$ cat config.mk
export PLATFORM = sky130hd
export DESIGN_NAME = fetch_sequencer
export DESIGN_NICKNAME = d
export VERILOG_FILES = /design/src/rtl/core_pkg.sv /design/src/rtl/fetch_sequencer.sv
export SDC_FILE = /design/constraint.sdc
export NUM_CORES = 1
export LEC_CHECK = 0
export CAP_MARGIN = 25
export CELL_PAD_IN_SITES_DETAIL_PLACEMENT = 1
export CELL_PAD_IN_SITES_GLOBAL_PLACEMENT = 2
export CORE_MARGIN = 4
export CORE_UTILIZATION = 25
export CTS_CLUSTER_SIZE = 16
export DETAILED_ROUTE_END_ITERATION = 10
export PLACE_DENSITY = 0.88
export SLEW_MARGIN = 20
export SYNTH_ARGS = -nofsm -noshare
export SYNTH_HDL_FRONTEND = slang
export SYNTH_SLANG_ARGS = --single-unit
export TNS_END_PERCENT = 50
$ cat constraint.sdc
create_clock -name clock -period 4.85 [get_ports clock]
set_input_delay 0.7275 -clock clock [delete_from_list [all_inputs] [get_ports clock]]
set_output_delay 0.7275 -clock clock [all_outputs]
set_load 0.05 [all_outputs]
$ cat src/rtl/core_pkg.sv
// Shared core types: fetch-sequencer states and PC select encodings.
// Imported by the fetch path and the program counter.
package core_pkg;

   typedef enum logic [1:0] {
      IDLE,
      FETCH,
      HOLD
   } fseq_state_t;

   localparam logic [1:0] PCSEL_SEQ = 2'b00;
   localparam logic [1:0] PCSEL_ABS = 2'b01;
   localparam logic [1:0] PCSEL_REL = 2'b11;

endpackage

$ cat src/rtl/fetch_sequencer.sv
// Fetch sequencer: steps the PC, issues one imem request per instruction,
// buffers the word for decode and merges execute redirects.
module fetch_sequencer
   import core_pkg::*;
#(
   parameter int N    = 8,
   parameter int XLEN = 32
) (
   input  logic            clock,
   input  logic            reset,
   input  logic            run,
   input  logic [N-1:0]    pc,
   output logic            pc_en,
   output logic [1:0]      pcsel,
   output logic [N-1:0]    targaddr,
   output logic            imem_req,
   output logic [N-1:0]    imem_addr,
   input  logic            imem_ack,
   input  logic [XLEN-1:0] imem_rdata,
   output logic            instr_valid,
   output logic [XLEN-1:0] instr,
   input  logic            dec_ready,
   input  logic            redir_valid,
   input  logic [N-1:0]    redir_base,
   input  logic [N-1:0]    redir_offs,
   output logic            redir_ready
);

   fseq_state_t     state_q, state_d;
   logic            pend_q, pend_d;
   logic [N-1:0]    targ_q, targ_d;
   logic [XLEN-1:0] instr_q, instr_d;

   logic            accept;
   logic            redirect;
   logic [N-1:0]    redir_tgt;
   logic [N-1:0]    apply_tgt;
   fseq_state_t     exit_state;

   assign redir_ready = !pend_q;
   // No redirect may reach the PC while reset is held.
   assign accept      = redir_valid && !pend_q && !reset;
   assign redir_tgt   = redir_base + redir_offs;
   assign apply_tgt   = pend_q ? targ_q : redir_tgt;
   assign redirect    = pend_q || accept;
   assign exit_state  = run ? FETCH : IDLE;
   assign imem_addr   = pc;
   assign instr       = instr_q;

   always_ff @(posedge clock or posedge reset) begin
      if (reset) begin
         state_q <= IDLE;
         pend_q  <= 1'b0;
         targ_q  <= '0;
         instr_q <= '0;
      end else begin
         state_q <= state_d;
         pend_q  <= pend_d;
         targ_q  <= targ_d;
         instr_q <= instr_d;
      end
   end

   always_comb begin
      state_d = state_q;
      pend_d  = pend_q;
      targ_d  = targ_q;
      instr_d = instr_q;
      unique case (state_q)
         IDLE: begin
            pend_d = 1'b0;
            if (run) state_d = FETCH;
         end
         FETCH: begin
            if (!imem_ack) begin
               if (accept) begin
                  pend_d = 1'b1;
                  targ_d = redir_tgt;
               end
            end else if (redirect) begin
               pend_d  = 1'b0;
               state_d = exit_state;
            end else begin
               instr_d = imem_rdata;
               state_d = HOLD;
            end
         end
         HOLD: begin
            if (accept || dec_ready) state_d = exit_state;
         end
         default: state_d = IDLE;
      endcase
   end

   always_comb begin
      pc_en       = 1'b0;
      pcsel       = PCSEL_SEQ;
      targaddr    = '0;
      imem_req    = 1'b0;
      instr_valid = 1'b0;
      unique case (state_q)
         IDLE: begin
            if (redirect) begin
               pc_en    = 1'b1;
               pcsel    = PCSEL_ABS;
               targaddr = apply_tgt;
            end
         end
         FETCH: begin
            imem_req = 1'b1;
            if (imem_ack) begin
               pc_en = 1'b1;
               if (redirect) begin
                  pcsel    = PCSEL_ABS;
                  targaddr = apply_tgt;
               end
            end
         end
         HOLD: begin
            instr_valid = 1'b1;
            // A redirect kills the younger held word even if decode is ready.
            if (accept) begin
               pc_en    = 1'b1;
               pcsel    = PCSEL_ABS;
               targaddr = redir_tgt;
            end
         end
         default: ;
      endcase
   end

endmodule

# [Word level (Yosys, flattened, before mapping)]
# Cells that the tools add are included.
[totals] elab_cells=51 register_bits=43 rom_bits=0 n_memories=0 latchBits=0 ramBits=0 in_bits=62 output_inout_bits=54
[op_classes] n_reduce_logical=12 n_bitwise=2 n_addsub=1 order_cmp=0 muxes=25 n_div=0 shifts=0 multipliers=0 eq_ne=7
[ops] cell="$mux 8" n=4
[ops] cell="$pmux 8 s3" n=1
[ops] cell="$pmux 2 s3" n=2
[ops] cell="$reduce_and 3->1" n=4
[ops] cell="$mux 1" n=11
[ops] cell="$mux 2" n=5
[ops] cell="$add 8x8->8" n=1
[ops] cell="$ne 2x2->1 const B" n=3
[ops] cell="$ne 3x3->1 const B" n=2
[ops] cell="$pmux 1 s3" n=1
[ops] cell="$eq 2x1->1 const B" n=1
[ops] cell="$eq 2x2->1 const B" n=1
[ops] cell="$logic_and 1x1->1" n=2
[ops] cell="$logic_not 1->1" n=2
[ops] cell="$logic_not 2->1" n=1
[ops] cell="$logic_or 1x1->1" n=2
[ops] cell="$not 1->1" n=2
[ops] cell="$pmux 1 s2" n=1
[ops] cell="$reduce_bool 2->1" n=1

# [Logic depth before layout (Yosys ltp)]
# Gate-level depths: netlist of run 1.
[logic_depth] word_depth=7 ltp_mapped=8 mapped_depth_nobuf=8

# [Worst setup path after synthesis of run 1]
# Ideal clock, no wire load.
[synth_timing] kind="input -> output" from="input port reset" to="output port targaddr[7]" required_time_ns=4.123 path_buffers=0 stages=5 arrival_time_ns=3.164 slack_ns=0.958 cell_sequence="inv_1 a21oi_1 nor3_1 a21oi_1 a21oi_1"
[synth_via] elab_chain_cells=6 word_cells_on_any_way=7 cone_classes="4 x mux; 3 x reduce/logical"
[synth_rtl] element="from (decl)" line_no="fetch_sequencer.sv:10" source="input logic reset,"
[synth_rtl] element="$logic_not 1->1 (no source line) *"
[synth_rtl] element="$logic_and 1x1->1 *" line_no="fetch_sequencer.sv:42" source="assign accept = redir_valid && !pend_q && !reset;"
[synth_rtl] element="$logic_or 1x1->1" line_no="fetch_sequencer.sv:45" source="assign redirect = pend_q || accept;"
[synth_rtl] element="$mux 8" line_no="fetch_sequencer.sv:103, fetch_sequencer.sv:113"
[synth_rtl] element="$mux 8" line_no="fetch_sequencer.sv:111" source="if (imem_ack) begin"
[synth_rtl] element="$pmux 8 s3 *" line_no="fetch_sequencer.sv:101" source="unique case (state_q)"
[synth_rtl] element="to (decl)" line_no="fetch_sequencer.sv:15" source="output logic [N-1:0] targaddr,"
# Mark *: on every way between the ends. The rest lies on a longest branch, timed or not.

# [Worst setup path after layout of run 1]
[layout_timing] from="input port redir_base[0]" to="output port targaddr[6]"
[layout_via] elab_chain_cells=5 word_cells_on_any_way=6 cone_classes="1 x add/sub; 5 x mux"
[layout_rtl] element="from (decl)" line_no="fetch_sequencer.sv:24" source="input logic [N-1:0] redir_base,"
[layout_rtl] element="$add 8x8->8 *" line_no="fetch_sequencer.sv:43" source="assign redir_tgt = redir_base + redir_offs;"
[layout_rtl] element="$mux 8" line_no="fetch_sequencer.sv:44" source="assign apply_tgt = pend_q ? targ_q : redir_tgt;"
[layout_rtl] element="$mux 8" line_no="fetch_sequencer.sv:103, fetch_sequencer.sv:113"
[layout_rtl] element="$mux 8" line_no="fetch_sequencer.sv:111"
[layout_rtl] element="$pmux 8 s3 *" line_no="fetch_sequencer.sv:101"
# Marked as above.

==> summary.txt, run 1 <==
Class of the tightest hold or removal check = reg -> reg
Mean instance size in the synthesized netlist = 11.7 µm²
CTS tree = yes
Worst Hold Launch = targ_q[7]
Die outline width = 102 µm
Area of the die = 10,500 µm²
Count of synthesis-stage warnings from yosys = 0
Remaining antenna violation count after routing = 0
Power density cells = 645 nW/µm²
Arrival @ worst endpoint = 3.45 ns
Count of different cell masters after synthesis = 43
Met3 capacity usage during global routing = 0.0294
Setup TNS after final layout = 0 ns
Area of the mapped netlist = 2230 µm²
Inserted Clock Buffers = 5
Busiest layer in global routing = met2
CTS HTree Levels = 2
Worst reg-to-reg setup slack = 2.90 ns
Instance count of the mapped netlist = 191
Portion of the clock cycle consumed by the worst path in the final layout = 0.861
Net count of the mapped netlist = 261
Tightest hold margin = 0.496 ns
Reg2Reg Capture Point = instr[0]
Cells resized by post-CTS repair = 0
Number of iterations in the first detailed-routing pass = 2
GRT met2 Usage = 0.192
Outcome = finished clean
Routability congestion estimate = 0.723
Actual transition at the worst max-transition pin = 0.617 ns
Half-perimeter wire length after placement = 4.79 mm
Count of inserted antenna diode cells = 0
Global-route wire length before repair = 9.34 mm
Critical path capture point type = output pin
Peak Freq = 0.239 GHz
Worst-Skew Late Latency = 0.29 ns
Area of the core = 8680 µm²
Max-capacitance violation count = 0
Total routed wirelength = 5.94 mm
Start-to-end type of the worst setup path = in -> out
Depth of the worst hold-timing path = 2
CP required = 4.12 ns
Clock root buffer = sky130_fd_sc_hd__clkbuf_8
Count of filler cells inserted in the layout = 962
Hold violation count in the final report = 0
Reg clk slew, reported paths = 0.08 ns
Final critical delay including setup and external delays = 4.18 ns
Commonest cells after routing, fill and taps aside = 98 x sky130_fd_sc_hd__clkdlybuf4s50_1, 43 x sky130_fd_sc_hd__dfrtp_1, 33 x sky130_fd_sc_hd__mux2_2, 12 x sky130_fd_sc_hd__nand2_1, 11 x sky130_fd_sc_hd__a21oi_1
Max-slew violation total from the final report = 0
Area Growth Syn to Fin = 50.7%
Port Buffers = 98
Detailed-route vias per instance = 4.54
Total routing resource utilization after global routing = 0.112
Via count of the first global-routing pass = 1,861
Maximum vdd ir drop = 0.199 mV
Slew Limit Headroom = 0.586
Met1 layer usage reported by global route = 0.144
Layout cell share with drive strength beyond 1 = 0.172
Most common cell after layout, fill and taps aside = sky130_fd_sc_hd__clkdlybuf4s50_1
Depth of the most critical reg-to-reg path = 4
Remaining global-route overflow = 0
Hold Path End = targ_q[7]
Part of the Yosys area used for sequential elements = 0.483
Initial antenna violation count = 0
Vertical die dimension = 102 µm
Initial Utilization = 0.257
Total placed cells including tap cells = 385
Average wire per cell in the routed design = 15.1 µm
Fin nets = 354
Via count of the routed design = 1,785
Largest net degree at the start of global routing = 45
Top Ports = 116
Unrepaired setup endpoints after global routing = no
Hold bufs inserted after CTS = 0
Number of synthesized register bits = 43
# clock sinks = 43
Total DRC errors in the routed layout = 0
Final Instance Count excl. Fillers = 393
Critical path launch point type = input pin
Setup skew after layout = 0.0106 ns
LEAKAGE = 1.38 nW
Site Rows = 34
Total setup buffers inserted after CTS = 0
R2R Path Start = pend_q
Total setup violations reported at the end of the flow = 0
Largest buffer count on any clock path = 2
Crit-path max FO = 3
Iteration-0 DRC count of the detailed router = 36
worst max-delay path by stage:
stage,start,end,slack [ns]
4_1_cts,redir_base[0],targaddr[6],0.65
2_1_floorplan,reset,targaddr[7],0.96
3_5_place_dp,redir_base[0],targaddr[6],0.65
5_1_grt,redir_base[0],targaddr[6],0.56
3_3_place_gp,redir_base[0],targaddr[6],0.70
6_report,redir_base[0],targaddr[6],0.67
registers in the layout, indices dropped and copies added (netlist names):
signal and count:
instr 32, targ_q 8, state_q 2, pend_q 1
synth_stat cells (all sizes together):
library cell | count | area (µm²)
nor3 | 3 | 15.0
or3b | 1 | 8.76
dfrtp | 43 | 1080
ha | 7 | 87.6
nor2 | 8 | 30.0
a21boi | 1 | 7.51
nand2 | 12 | 45.0
o22ai | 2 | 12.5
o31a | 1 | 8.76
and3 | 2 | 12.5
a211oi | 1 | 7.51
o211ai | 2 | 15.0
nand3b | 1 | 7.51
o2111ai | 1 | 8.76
fa | 1 | 20.0
a21oi | 11 | 55.1
nand3 | 1 | 5.00
xor2 | 1 | 8.76
o21ba | 1 | 10.0
a22o | 2 | 17.5
nor3b | 2 | 15.0
xnor2 | 3 | 26.3
buf | 14 | 114
and2b | 1 | 7.51
o21a | 1 | 7.51
or4 | 1 | 11.3
inv | 9 | 33.8
a22oi | 1 | 7.51
a31oi | 2 | 18.8
o21bai | 1 | 7.51
mux2 | 36 | 405
or4b | 1 | 10.0
a21o | 2 | 15.0
nand2b | 1 | 6.26
nor2b | 4 | 35.0
conb | 1 | 3.75
o21ai | 9 | 45.0
cells by family (layout without fill, tap and decap cells):
kind of cell / count (synthesis) / in the layout / synth area share
XOR/XNOR: 4 / 4 / 0.0157
adder cells (fa/ha/maj): 8 / 8 / 0.0483
multiplexers: 36 / 36 / 0.182
buffers and inverters: 23 / 117 / 0.0662
other: 1 / 1 / 0.00168
AO/OA/AOI/OAI: 38 / 38 / 0.109
AND/OR/NAND/NOR: 38 / 38 / 0.0938
flip-flops: 43 / 43 / 0.483
cell type report:
| class | instances | area (µm²) | area share |
|---|---|---|---|
| inverter | 9 | 33.8 | 0.0101 |
| clock inverter | 3 | 43.8 | 0.0130 |
| tap | 108 | 135 | 0.0402 |
| sequential | 43 | 1080 | 0.320 |
| multi-input combinational | 125 | 1000 | 0.299 |
| clock buffer | 5 | 68.8 | 0.0205 |
| timing repair buffer | 100 | 996 | 0.297 |
metal layers:
metal  wire length [µm]  share of wire  vias to the layer above
met3                437          0.074                        2
met1               2540           0.43                      872
li1                   -              -                      855
met5                  0              0                        -
met2               2950           0.50                       56
met4                 13         0.0022                        0
per-stage QoR:
stage / utilization / setup WS (ns) / power (mW) / area, µm²
after global placement: 0.374 / 0.704 / 1.88 / 3250
after CTS: 0.387 / 0.654 / 2.20 / 3360
after global routing: 0.387 / 0.565 / 2.28 / 3360
after detailed placement: 0.374 / 0.654 / 1.91 / 3250
after floorplan: - / 0.958 / 1.49 / 2230
final: 0.387 / 0.674 / 2.16 / 3360
where the power goes:
part / switching [mW] / total [mW] / internal, mW
clock: 0.127 / 0.280 / 0.153
combinational: 0.780 / 1.26 / 0.475
sequential: 0.0954 / 0.629 / 0.534
worst max-delay path, cell delays in order:
cell,delay [ns]
sky130_fd_sc_hd__clkdlybuf4s50_1,0.46
sky130_fd_sc_hd__ha_1,0.19
sky130_fd_sc_hd__inv_1,0.07
sky130_fd_sc_hd__fa_1,0.44
sky130_fd_sc_hd__nor2b_4,0.13
sky130_fd_sc_hd__o31a_1,0.19
sky130_fd_sc_hd__or4_4,0.15
sky130_fd_sc_hd__nand3_1,0.08
sky130_fd_sc_hd__o22ai_1,0.17
sky130_fd_sc_hd__clkdlybuf4s50_1,0.83
No activity file was read; power rests on OpenSTA's default activity.
==> inputs of run 2 (changes only) <==
- GPL_TIMING_DRIVEN: unset -> 1
==> results of run 2 <==
No change in the layout: final DEF, timing and power equal those of run 1.
==> inputs of run 3 (changes only) <==
- CORE_MARGIN: 4 -> 3
==> run 3 against run 2 <==
  * Via count up 0.78%
  * Design area down 0.71%
  * Largest power group unchanged
  * Wire length down 2.0%
==> summary.txt, run 3 (synthesis gave the netlist of run 1 again) <==
Area of the die = 10,100 µm² (-3.9%)
Max-capacitance violation count = 0 (unchanged)
Largest buffer count on any clock path = 2 (unchanged)
Maximum vdd ir drop = 0.180 mV (-9.5%)
Area of the core = 8420 µm² (-2.9%)
Critical path launch point type = input pin
Average wire per cell in the routed design = 14.9 µm (-1.2%)
Layout cell share with drive strength beyond 1 = 0.172 (unchanged)
Total DRC errors in the routed layout = 0 (unchanged)
Actual transition at the worst max-transition pin = 0.573 ns (-0.0440 ns)
Detailed-route vias per instance = 4.61 (+1.6%)
Remaining global-route overflow = 0 (unchanged)
# clock sinks = 43 (unchanged)
Total routing resource utilization after global routing = 0.116 (+0.00391)
Setup skew after layout = 0.00465 ns (-0.00590 ns)
Peak Freq = 0.239 GHz (-0.28%)
Capture point of the worst path = targaddr[6]
Cells resized by post-CTS repair = 0 (unchanged)
CP required = 4.12 ns (about the same)
Most common cell after layout, fill and taps aside = sky130_fd_sc_hd__clkdlybuf4s50_1
Initial Utilization = 0.265 (+0.00778)
Final critical delay including setup and external delays = 4.19 ns (+0.0118 ns)
Worst reg-to-reg setup slack = 2.95 ns (+0.05 ns)
Area of all placed cells without fillers = 3330 µm² (-0.71%)
Routability congestion estimate = 0.746 (+3.1%)
Unrepaired setup endpoints after global routing = no
Remaining antenna violation count after routing = 0 (unchanged)
Portion of the clock cycle consumed by the worst path in the final layout = 0.863 (+0.00243)
Class of the tightest hold or removal check = reg -> reg
Port Buffers = 98 (unchanged)
Crit-path max FO = 3 (unchanged)
Arrival @ worst endpoint = 3.46 ns (about the same)
Area after detailed placement = 3240 µm² (-0.12%)
Worst-Skew Late Latency = 0.30 ns (about the same)
Final worst slack = 0.662 ns (-0.0118 ns)
Power density cells = 636 nW/µm² (-1.4%)
Total routed wirelength = 5.83 mm (-2.0%)
Depth of the most critical reg-to-reg path = 4 (unchanged)
Die outline width = 100 µm (-2.0%)
Outcome = finished clean
Iteration-0 DRC count of the detailed router = 33 (-8.3%)
Top Ports = 116 (unchanged)
Reg2Reg Capture Point = instr[30]
LEAKAGE = 1.37 nW (-1.3%)
Total setup buffers inserted after CTS = 0 (unchanged)
Max-slew violation total from the final report = 0 (unchanged)
Start-to-end type of the worst setup path = in -> out
Via count of the routed design = 1,799 (+0.78%)
Largest net degree at the start of global routing = 45 (unchanged)
Slew Limit Headroom = 0.615 (+0.0296)
Half-perimeter wire length after placement = 4.60 mm (-3.9%)
Setup TNS after final layout = 0 ns (unchanged)
Clock root buffer = sky130_fd_sc_hd__clkbuf_8
Reg clk slew, reported paths = 0.08 ns (about the same)
CTS tree = yes
Hold bufs inserted after CTS = 0 (unchanged)
Critical path startpoint = redir_base[0]
Vertical die dimension = 100 µm (-2.0%)
Global-route wire length before repair = 9.44 mm (+1.0%)
Commonest cells after routing, fill and taps aside = 98 x sky130_fd_sc_hd__clkdlybuf4s50_1, 43 x sky130_fd_sc_hd__dfrtp_1, 33 x sky130_fd_sc_hd__mux2_2, 12 x sky130_fd_sc_hd__nand2_1, 11 x sky130_fd_sc_hd__a21oi_1
Via count of the first global-routing pass = 1,872 (+0.59%)
Hold violation count in the final report = 0 (unchanged)
Pre-CTS setup slack = 0.656 ns (+0.00229 ns)
Flip-flop count of the largest register after layout = 32 (unchanged)
Count of inserted antenna diode cells = 0 (unchanged)
Site Rows = 33 (-2.9%)
Total setup violations reported at the end of the flow = 0 (unchanged)
R2R Path Start = pend_q
Area Growth Syn to Fin = 49.6%
CTS HTree Levels = 2 (unchanged)
Fin nets = 354 (unchanged)
Critical path capture point type = output pin
Inserted Clock Buffers = 5 (unchanged)
Number of iterations in the first detailed-routing pass = 4 (+2)
Initial antenna violation count = 0 (unchanged)
run 3: changes by cell type in the layout (fill, tap and decap cells not counted), sizes merged:
cell,delta
clkinv,-2
clkinvlp,+2
bufinv,-1
inv,+1
run 3: worst max-delay path: stages:
cell                              delay [ns]
sky130_fd_sc_hd__clkdlybuf4s50_1        0.46
sky130_fd_sc_hd__ha_1                   0.18
sky130_fd_sc_hd__inv_1                  0.06
sky130_fd_sc_hd__fa_1                   0.44
sky130_fd_sc_hd__nor2b_4                0.13
sky130_fd_sc_hd__o31a_1                 0.19
sky130_fd_sc_hd__or4_4                  0.15
sky130_fd_sc_hd__nand3_1                0.08
sky130_fd_sc_hd__o22ai_1                0.19
sky130_fd_sc_hd__clkdlybuf4s50_1        0.85
run 3: per-layer routing:
layer,part of all wire,GRT usage,vias to the layer above
met3,0.074,0.0278,9
li1,-,-,849
met4,0.0072,0.0280,0
met1,0.45,0.159,877
met5,0,0,-
met2,0.47,0.186,64
run 3: worst min-delay path by stage:
stage | cells past startpoint | slack (ns) | start | endpoint
floorplan | 2 | 0.45 | targ_q[2] | targ_q[2]
global placement | 2 | 0.46 | targ_q[2] | targ_q[2]
detailed placement | 1 | 0.47 | instr[17] | instr[17]
CTS | 1 | 0.49 | instr[17] | instr[17]
global route | 1 | 0.53 | instr[17] | instr[17]
finish | 1 | 0.49 | instr[17] | instr[17]
run 3: report_power, final:
group / internal, mW / switching (mW)
Combinational: 0.475 / 0.777
Clock: 0.103 / 0.133
Sequential: 0.534 / 0.0970
Total: 1.11 / 1.01
run 3: stage by stage:
step	hold WS, ns	total power, mW	utilization	cells
after detailed placement	0.474	1.91	0.385	382
after floorplan	0.450	1.49	-	191
after global routing	0.527	2.25	0.396	390
final	0.489	2.12	0.396	390
after CTS	0.495	2.16	0.396	390
after global placement	0.465	1.88	0.385	382
run 3: final cells by class:
class                      count  area [µm²]
tap                          105         131
inverter                       9        33.8
sequential                    43        1080
multi-input combinational    125        1000
clock inverter                 3        23.8
clock buffer                   5        68.8
timing repair buffer         100         996
fill                         938        5090
